File: config.mk
export PLATFORM = sky130hd
export DESIGN_NAME = seg_reader
export DESIGN_NICKNAME = d
export VERILOG_FILES = /design/src/rtl/seg_reader.sv
export SDC_FILE = /design/constraint.sdc
export NUM_CORES = 1
export LEC_CHECK = 0
export CAP_MARGIN = 40
export CORE_UTILIZATION = 25
export DETAILED_ROUTE_END_ITERATION = 16
export DONT_BUFFER_PORTS = 1
export GPL_TIMING_DRIVEN = 1
export RECOVER_POWER = 25
export SLEW_MARGIN = 25
export SYNTH_ARGS = -nofsm -noshare
export SYNTH_HDL_FRONTEND = slang
export SYNTH_SLANG_ARGS = --single-unit
export TNS_END_PERCENT = 30
File: constraint.sdc
create_clock -name clk -period 3.2 [get_ports clk]
set_clock_uncertainty 0.05 [all_clocks]
set_input_delay 0.64 -clock clk [delete_from_list [all_inputs] [get_ports clk]]
set_output_delay 0.64 -clock clk [all_outputs]
set_load 0.02 [all_outputs]
File: src/rtl/seg_reader.sv
// Recovers the character word shown on a multiplexed, active-low 4-digit 7-segment display.
// Each digit is accepted after a stable dwell, and a full word is committed once all four digits are captured.
module seg_reader #(
  parameter int STABLE_CYCLES = 4
) (
  input  logic       clk,
  input  logic       rst,
  input  logic [3:0] an_n,
  input  logic [6:0] seg_n,
  output logic [3:0] char0,
  output logic [3:0] char1,
  output logic [3:0] char2,
  output logic [3:0] char3,
  output logic       word_valid,
  output logic       char_err,
  output logic       scan_err,
  output logic [7:0] word_cnt
);

  typedef enum logic {COLLECT, COMMIT} state_t;

  // The dwell is counted from 0 on the second identical sample, so acceptance is
  // due once the counter shows STABLE_CYCLES-2.
  localparam logic [7:0] ACCEPT_AT = 8'(STABLE_CYCLES - 2);

  state_t      state_reg, state_next;
  logic [3:0]  an_reg, an_prev_reg;
  logic [6:0]  seg_reg, seg_prev_reg;
  logic [7:0]  cnt_reg, cnt_next;
  logic        accepted_reg, accepted_next;
  logic [3:0]  mask_reg, mask_next;
  logic [3:0]  shadow_reg [4];
  logic [3:0]  char_reg [4];
  logic        word_valid_reg, word_valid_next;
  logic        char_err_reg, char_err_next;
  logic        scan_err_reg, scan_err_next;
  logic [7:0]  word_cnt_reg;
  logic        first_reg;
  logic        commit_go;

  logic        same, idle, single, multi, accept;
  logic [3:0]  sel;
  logic [3:0]  code;
  logic [15:0] shadow_word, char_word;
  logic [3:0]  bad_digit;

  function automatic logic [3:0] decode(input logic [6:0] m);
    logic [3:0] c;
    case (m)
      7'h00:   c = 4'd0;
      7'h77:   c = 4'd1;
      7'h7C:   c = 4'd2;
      7'h39:   c = 4'd3;
      7'h5E:   c = 4'd4;
      7'h76:   c = 4'd5;
      7'h54:   c = 4'd6;
      7'h3F:   c = 4'd7;
      7'h73:   c = 4'd8;
      7'h6D:   c = 4'd9;
      7'h78:   c = 4'd10;
      7'h6E:   c = 4'd11;
      default: c = 4'd15;
    endcase
    return c;
  endfunction

  // Sample classification and dwell tracking.
  always_comb begin
    sel    = ~an_reg;
    same   = ({an_reg, seg_reg} == {an_prev_reg, seg_prev_reg});
    idle   = (an_reg == 4'hF);
    single = !idle && ((sel & (sel - 4'd1)) == 4'd0);
    multi  = !idle && !single;
    code   = decode(~seg_reg);
    accept = single && same && !accepted_reg && (cnt_reg >= ACCEPT_AT);

    cnt_next = cnt_reg;
    if (!single || !same)
      cnt_next = 8'd0;
    else if (cnt_reg != 8'hFF)
      cnt_next = cnt_reg + 8'd1;

    accepted_next = single && same && (accepted_reg || accept);
    scan_err_next = multi && !same;
  end

  generate
    for (genvar gi = 0; gi < 4; gi++) begin : g_digit
      assign shadow_word[gi*4 +: 4] = shadow_reg[gi];
      assign char_word[gi*4 +: 4]   = char_reg[gi];
      assign bad_digit[gi]          = (shadow_reg[gi] == 4'd15);

      always_ff @(posedge clk) begin
        if (rst) begin
          shadow_reg[gi] <= 4'd0;
          char_reg[gi]   <= 4'd0;
        end else begin
          if (accept && sel[gi])
            shadow_reg[gi] <= code;
          if (commit_go)
            char_reg[gi] <= shadow_reg[gi];
        end
      end
    end
  endgenerate

  always_ff @(posedge clk) begin
    if (rst)
      state_reg <= COLLECT;
    else
      state_reg <= state_next;
  end

  // The word is latched on the edge entering COMMIT, so word_valid and the new
  // characters are visible together throughout the COMMIT cycle.
  always_comb begin
    state_next      = state_reg;
    commit_go       = 1'b0;
    mask_next       = mask_reg;
    word_valid_next = 1'b0;
    char_err_next   = 1'b0;
    case (state_reg)
      COLLECT: begin
        if (mask_reg == 4'hF) begin
          state_next = COMMIT;
          commit_go  = 1'b1;
        end
      end
      COMMIT: begin
        state_next = COLLECT;
        mask_next  = 4'h0;
      end
      default: state_next = COLLECT;
    endcase
    if (accept)
      mask_next = mask_next | sel;
    if (commit_go && (first_reg || (shadow_word != char_word))) begin
      word_valid_next = 1'b1;
      char_err_next   = |bad_digit;
    end
  end

  always_ff @(posedge clk) begin
    if (rst) begin
      an_reg         <= 4'hF;
      seg_reg        <= 7'h7F;
      an_prev_reg    <= 4'hF;
      seg_prev_reg   <= 7'h7F;
      cnt_reg        <= 8'd0;
      accepted_reg   <= 1'b0;
      mask_reg       <= 4'h0;
      word_valid_reg <= 1'b0;
      char_err_reg   <= 1'b0;
      scan_err_reg   <= 1'b0;
      word_cnt_reg   <= 8'd0;
      first_reg      <= 1'b1;
    end else begin
      an_reg         <= an_n;
      seg_reg        <= seg_n;
      an_prev_reg    <= an_reg;
      seg_prev_reg   <= seg_reg;
      cnt_reg        <= cnt_next;
      accepted_reg   <= accepted_next;
      mask_reg       <= mask_next;
      word_valid_reg <= word_valid_next;
      char_err_reg   <= char_err_next;
      scan_err_reg   <= scan_err_next;
      if (word_valid_next)
        word_cnt_reg <= word_cnt_reg + 8'd1;
      if (commit_go)
        first_reg <= 1'b0;
    end
  end

  assign char0      = char_reg[0];
  assign char1      = char_reg[1];
  assign char2      = char_reg[2];
  assign char3      = char_reg[3];
  assign word_valid = word_valid_reg;
  assign char_err   = char_err_reg;
  assign scan_err   = scan_err_reg;
  assign word_cnt   = word_cnt_reg;

endmodule

# Word-level counts from Yosys, hierarchy flattened
# Memories as Yosys holds them, arrays and structs flattened.
# Cells that the tools add are included.
# classes
eq_ne	20
n_reduce_logical	24
multipliers	0
shift	0
n_bitwise	14
addsub	3
n_div	0
muxes	32
order_cmp	1
# ops
op	count
7-bit equality test (second input constant)	9
4-bit case mux with 12 select lines	1
4-bit 2-to-1 mux	10
4-bit equality test (second input constant)	6
1-bit 2-to-1 mux	20
8-bit by 1-bit adder with 8-bit output (second input constant)	2
16-bit inequality test	1
7-bit by 6-bit equality test with 1-bit output (second input constant)	2
1-bit logical AND	12
11-bit equality test	1
8-bit by 2-bit greater-or-equal comparator with 1-bit output (second input constant)	1
8-bit inequality test (second input constant)	1
1-bit OR	8
7-bit zero test	1
7-bit inverter	1
4-bit AND	1
1-bit zero test	4
4-bit zero test	1
4-bit inverter	1
4-bit OR	1
2-bit OR reduction	2
4-bit OR reduction	1
4-bit by 1-bit subtractor with 4-bit output (second input constant)	1
1-bit logical OR	3
other kinds (2)	3
# totals
wordCells	109
mem_bits_ro	0
ff_bits	48
output_inout_bits	27
latchBits	0
ramBits	32
memories	2
# memory_table
name	words	width	read_ports	rd_clocked_by_memory_dff	write_ports	line_no	rtl
char_reg	4	4	4	0	4	33	logic [3:0] char_reg [4];
shadow_reg	4	4	4	0	4	32	logic [3:0] shadow_reg [4];

# Depth between registers and ports, before layout
# Gate-level depths: netlist of the first run.
# depth
depth_word	13
depth_mapped	8
depth_no_buf	7

# Least setup slack after synthesis of the first run
# OpenSTA, ideal clock, no wires.
# synth_timing
kind	input to register
start	input port rst
end	memory char_reg[0][0] (enable)
path_slack_ns	1.209
arrival_ns	1.567
required_ns	2.775
stages	3
cell_sequence	clkbuf_1 clkbuf_1 nand2b_1
# synth_rtl
element	line_no	rtl
from (decl)	7	input logic rst,
to (decl)	33	

==> results of run 1 <==
-- per-stage QoR --
| stage | power (mW) | worst slack [ns] | util | hold WS, ns |
|---|---|---|---|---|
| floorplan | 1.25 | 1.21 | - | 0.375 |
| global placement | 1.26 | 1.01 | 0.265 | 0.387 |
| detailed placement | 1.27 | 0.957 | 0.265 | 0.397 |
| CTS | 2.21 | 0.946 | 0.284 | 0.340 |
| global route | 2.27 | 0.783 | 0.284 | 0.339 |
| finish | 2.18 | 0.937 | 0.284 | 0.356 |
-- worst max-delay path, delay by kind of cell, from the launching register on --
kind / cells / cell delay (ns)
flops: 1 / 0.58
mux: 1 / 0.31
simple gates: 1 / 0.58
compound gates: 3 / 0.47
-- cell families after synthesis --
| kind of cell | count (synthesis) |
|---|---|
| and+or+nand+nor | 163 |
| DFF | 80 |
| AOI/OAI and AO/OA | 41 |
| xor gates and xnor gates | 32 |
| buffers and inverters | 21 |
| muxes | 13 |
| adders and majority gates | 3 |
-- worst paths after layout --
kind	depth (start not counted)	from	to	slack, ns
worst max-delay path	5	seg_reg[2]$_SDFF_PP1_	shadow_reg[3][1]$_SDFFCE_PN0P_	0.94
worst min-delay path	1	seg_n[6]	seg_reg[6]$_SDFF_PP1_	0.36
worst max register to register	5	seg_reg[2]$_SDFF_PP1_	shadow_reg[3][1]$_SDFFCE_PN0P_	0.94
worst min register to register	1	first_reg$_SDFFE_PP1P_	first_reg$_SDFFE_PP1P_	0.41
-- layout make-up --
class | count | area, µm² | share of cell area
multi-input combinational | 252 | 1690 | 0.408
clock inverter | 6 | 42.5 | 0.0103
timing repair buffer | 1 | 7.51 | 0.00182
tap | 184 | 230 | 0.0558
inverter | 3 | 11.3 | 0.00273
clock buffer | 10 | 229 | 0.0555
sequential | 80 | 1920 | 0.466
-- power by group through the flow --
stage               clock network [mW]  logic [mW]  registers (mW)
finish                           0.934      0.0933            1.15
global route                      1.01       0.105            1.16
CTS                              0.961      0.0950            1.15
detailed placement                   0      0.0947            1.17
global placement                     0      0.0926            1.17
floorplan                            0       0.107            1.15
-- per-layer routing --
layer	up-vias	wire [µm]
met5	-	0
met4	0	98
met3	10	385
met2	48	3210
met1	1168	3490
li1	1248	-
-- cells in the final DEF (no fill, tap or decap), types with 9 or more instances in the layout --
cell       count
mux2_2         9
or2_2         23
nor2b_1       11
edfxtp_1      32
clkbuf_16      9
nand3_1       10
and2_1        17
nor2_1        26
a211oi_1       9
nor3_1        12
xnor2_1       29
nand4_1       15
dfxtp_1       48
a21oi_1        9
nand2_1       17
==> out/metrics.yaml, run 1 <==
crit_arrival_ns: 2.27
core_um2: 14500
postSynth.asyncResetShare: 0
seq_power_share: 0.528
post_cts_resize_count: 0
avgRoutedWirePerCell_um: 13.4
numPlacedInstances: 520
fin_tns_setup_ns: 0
ys_ff_latch: 80
p_sw_frac: 0.234
antenna_cells: 0
grt_use_met2: 0.149
htree_levels: 3
setup_viol: 0
yosysTopAreaCellShare: 0.258
firstDrtPassIters: 4
route.detailed.drc: 0
num_rows: 44
max_stage_delay_ns: 0.58
synth_xor_area_frac: 0.0752
cp-end-kind: "flip-flop"
die-area_um2: 15400
power_frac_comb: 0.043
use_met1: 0.128
synthAdderAreaFrac: 0.0101
period_share: 0.707
synth.distinct_cells: 49
rsz0062_at_grt: "false"
seq_area_frac_synth: 0.515
required_ns: 3.21
critPathMaxFanout: 12
port_buffers: 0
synth_top_family_by_area: "simple AND/OR/NAND/NOR gates"
crit_path_top_delay_cell: "dfxtp_1"
synth_most_common_cell: "dfxtp_1"
ir_worst_vdd_v: 0.000237
leakage_nw: 1.44
synth_nets: 369
synth_mux_area_frac: 0.0379
drive_above_1_share: 0.145
cts_sinks: 80
die_width_um: 124
vias: 2474
cellPowerDensity_nw_per_um2: 528
synthTopCellsByArea: "dfxtp_1 26%, edfxtp_1 26%, xnor2_1 6.8%"
maxCapViolations: 0
clk-insertion-delay-late_ns: 0.33
ioPinCount: 40
status: "finished clean"
ys_warn_count: 0
antenna_found_initial: 0
routed_wl_um: 7180
synth_edf_count: 32
synthCells: 353
max_clock_freq_ghz: 0.442
p_clk_frac: 0.429
placedInstanceArea_um2: 3860
post-cts-setup-buffers: 0
routabilityCongestion: 0.714
tightest_slew_ns: 0.765
synthTopCellsByCount: "48 x dfxtp_1, 32 x edfxtp_1, 29 x xnor2_1, 26 x nor2_1, 23 x or2_2"
intPower_mw: 1.67
met3_usage: 0.0357
synth_simple_gate_area_frac: 0.256
first_iter_violations: 96
start_util: 0.257
instances_no_fill: 536
critical_path.cell_chain: "nor4b_1 > a32oi_1 > mux2_2 > o211ai_1 > a211oi_1"
syn2layout_area_growth_pct: 10.7
grt_max_degree: 52
clk_pin_slew_ns: 0.06
viasPerCell: 4.62
avgSynthCellArea_um2: 10.6
syn_area_um2: 3730
cts_hold_buf: 0
tritoncts: "yes"
finalInstanceArea_um2: 4130
p_switching_mw: 0.511
ys.flop_type: "dfxtp_1"
synth_top_area_cell: "dfxtp_1"
fin_crit_ns: 2.26
grt_pass1_wl_um: 11600
grt_busiest_layer: "met2"
slew_headroom: 0.490
nNetsFinal: 363
slew_viol_final: 0
cts_buffer_depth: 2
grtUsageTotal: 0.0985
hpwl_um: 5190
final_antenna_net_count: 0
min_path_type: "input port to flip-flop"
first_global_vias: 2360
cts_buffers: 9
cp-start-kind: "flip-flop"
finalHoldViolCount: 0
clock-root-buffer: "clkbuf_16"
die_h_um: 124
worst-setup-path-type: "flip-flop to flip-flop"
fillers: 1510
grt_overflow_total: 0
synth-compound-area-share: 0.0728
(Power assumes the default switching activity.)
==> inputs of run 2 (changes only) <==
==> constraint.sdc (replaced) <==
create_clock -name clk -period 2.25 [get_ports clk]
set_clock_uncertainty 0.05 [all_clocks]
set_input_delay 0.45 -clock clk [delete_from_list [all_inputs] [get_ports clk]]
set_output_delay 0.45 -clock clk [all_outputs]
set_load 0.02 [all_outputs]
==> run 2 against run 1 <==
Effect of this change: wire length up 2.6%; non-clock buffer count up 22; flip-flop and latch count unchanged; combinational power up 110%; largest cell class unchanged; first-iteration DRC count up 100%; clock power up 46%; highest routed layer unchanged; critical path type unchanged; core utilization up 1.3 points; via count up 3.8%.
==> out/metrics.yaml, run 2 (synthesized netlist as in run 1, its figures left out) <==
ioPinCount: 40  # unchanged
port_buffers: 0  # unchanged
fin_tns_setup_ns: 0  # unchanged
cp-start-kind: "flip-flop"  # unchanged
fin_crit_ns: 2.11  # was 2.26 ns
die_h_um: 124  # unchanged
grt_max_degree: 52  # unchanged
finalInstanceArea_um2: 4320  # was 4130 µm²
nNetsFinal: 385  # was 363
setup_viol: 0  # unchanged
first_global_vias: 2488  # was 2360
numPlacedInstances: 542  # was 520
core_um2: 14500  # unchanged
grtUsageTotal: 0.105  # was 0.0985
grt_pass1_wl_um: 12300  # was 11600 µm
tritoncts: "yes"  # unchanged
routabilityCongestion: 0.769  # was 0.714
avgRoutedWirePerCell_um: 13.2  # was 13.4 µm
drive_above_1_share: 0.219  # was 0.145
die_width_um: 124  # unchanged
place_ws_ns: 0.0356  # was 0.957 ns
placedInstanceArea_um2: 4020  # was 3860 µm²
critPathMaxFanout: 13  # was 12
vias: 2567  # was 2474
first_iter_violations: 195  # was 96
final_common_cell: "dfxtp_1"  # unchanged
cts_buffer_depth: 2  # unchanged
clock-root-buffer: "clkbuf_16"  # unchanged
worst-setup-path-type: "flip-flop to flip-flop"  # unchanged
cp-end-kind: "flip-flop"  # unchanged
maxCapViolations: 0  # unchanged
clk-insertion-delay-late_ns: 0.34  # was 0.33 ns
post-cts-setup-buffers: 0  # unchanged
instances_no_fill: 558  # was 536
finalHoldViolCount: 0  # unchanged
cts_buffers: 9  # unchanged
slew_viol_final: 0  # unchanged
crit_arrival_ns: 2.09  # was 2.27 ns
antenna_found_initial: 0  # unchanged
max_clock_freq_ghz: 0.473  # was 0.442 GHz
htree_levels: 3  # unchanged
final_cell_mix: "45 x dfxtp_1, 32 x edfxtp_1, 29 x xnor2_1, 26 x nor2_1, 23 x or2_2"  # was 48 x dfxtp_1, 32 x edfxtp_1, 29 x xnor2_1, 26 x nor2_1, 23 x or2_2
required_ns: 2.23  # was 3.21 ns
status: "finished clean"  # unchanged
period_share: 0.939  # was 0.707
slew_headroom: 0.637  # was 0.490
die-area_um2: 15400  # unchanged
tightest_slew_ns: 0.543  # was 0.765 ns
min_path_type: "input port to flip-flop"  # unchanged
rsz0062_at_grt: "false"  # unchanged
leakage_nw: 1.54  # was 1.44 nW
clk_pin_slew_ns: 0.07  # was 0.06 ns
viasPerCell: 4.60  # was 4.62
grt_overflow_total: 0  # unchanged
firstDrtPassIters: 4  # unchanged
cellPowerDensity_nw_per_um2: 732  # was 528 nW/µm²
final_antenna_net_count: 0  # unchanged
start_util: 0.257  # unchanged
route.detailed.drc: 0  # unchanged
ir_worst_vdd_v: 0.000351  # was 0.000237 V
routed_wl_um: 7370  # was 7180 µm
antenna_cells: 0  # unchanged
cts_sinks: 80  # unchanged
setup_slack_ns: 0.137  # was 0.937 ns
syn2layout_area_growth_pct: 15.9  # was 10.7%
num_rows: 44  # unchanged
hpwl_um: 5370  # was 5190 µm
## run 2: cell types whose count changed in the layout (fill, tap and decap cells not counted), sizes merged
cell | before | now
buf | 1 | 22
clkinv | 4 | 1
clkinvlp | 0 | 3
inv | 5 | 6
## run 2: cell type report
| cell class | instances | area [µm²] |
|---|---|---|
| clock inverter | 7 | 52.6 |
| multi-input combinational | 252 | 1710 |
| timing repair buffer | 23 | 169 |
| fill | 1537 | 10200 |
| tap | 184 | 230 |
| inverter | 3 | 11.3 |
| sequential | 80 | 1930 |
| clock buffer | 9 | 225 |
## run 2: what timing repair did
action                                 4_1_cts  5_1_grt
setup endpoints to repair                    0       22
gates resized for setup                      0        8
hold buffers                                 0        0
endpoints found under the hold margin        0        0
## run 2: stage by stage
stage	utilization	hold WS [ns]	total power, mW
detailed placement	0.277	0.402	1.83
finish	0.297	0.153	3.16
global route	0.297	0.140	3.30
floorplan	-	0.375	1.78
CTS	0.296	0.134	3.21
global placement	0.277	0.389	1.82
## run 2: worst paths after layout
kind / startpoint / end / slack [ns] / depth (start not counted)
setup / recovery: seg_reg[6]$_SDFF_PP1_ / shadow_reg[2][0]$_SDFFCE_PN0P_ / 0.14 / 5
hold / removal: rst / state_reg$_SDFF_PP0_ / 0.15 / 1
setup reg to reg: seg_reg[6]$_SDFF_PP1_ / shadow_reg[2][0]$_SDFFCE_PN0P_ / 0.14 / 5
hold reg to reg: mask_reg[0]$_SDFF_PP0_ / mask_reg[0]$_SDFF_PP0_ / 0.41 / 2
## run 2: layer usage
| layer | track usage | routed length, µm | share of wire | vias up |
|---|---|---|---|---|
| met5 | 0 | 0 | 0 | - |
| met4 | 0.0469 | 74 | 0.010 | 0 |
| met3 | 0.0348 | 445 | 0.060 | 7 |
| met2 | 0.161 | 3430 | 0.47 | 61 |
| met1 | 0.134 | 3420 | 0.46 | 1211 |
| li1 | - | - | - | 1288 |
## run 2: worst max-delay path, stage by stage, from the launching register on
cell and delay [ns]:
dfxtp_1 0.57, xnor2_1 0.17, nand4_1 0.16, nor3_4 0.28, nand3_1 0.28, o21bai_2 0.29
## run 2: power breakdown
part / internal, mW / leakage, nW / total [mW] / switching (mW)
Sequential: 1.55 / 0.705 / 1.61 / 0.0545
Clock: 0.754 / 0.127 / 1.36 / 0.609
Combinational: 0.0927 / 0.711 / 0.192 / 0.0995
==> inputs of run 3 (changes only) <==
--- a/config.mk
+++ b/config.mk
@@ -5,8 +5,10 @@
 export SDC_FILE = /design/constraint.sdc
 export NUM_CORES = 1
 export LEC_CHECK = 0
+export ABC_CLOCK_PERIOD_IN_PS = 2250
 export CAP_MARGIN = 40
 export CORE_UTILIZATION = 25
+export CTS_CLUSTER_SIZE = 30
 export DETAILED_ROUTE_END_ITERATION = 16
 export DONT_BUFFER_PORTS = 1
 export GPL_TIMING_DRIVEN = 1
==> results of run 3 <==
Same layout as run 2: the final DEF is identical, and so are final timing and power.
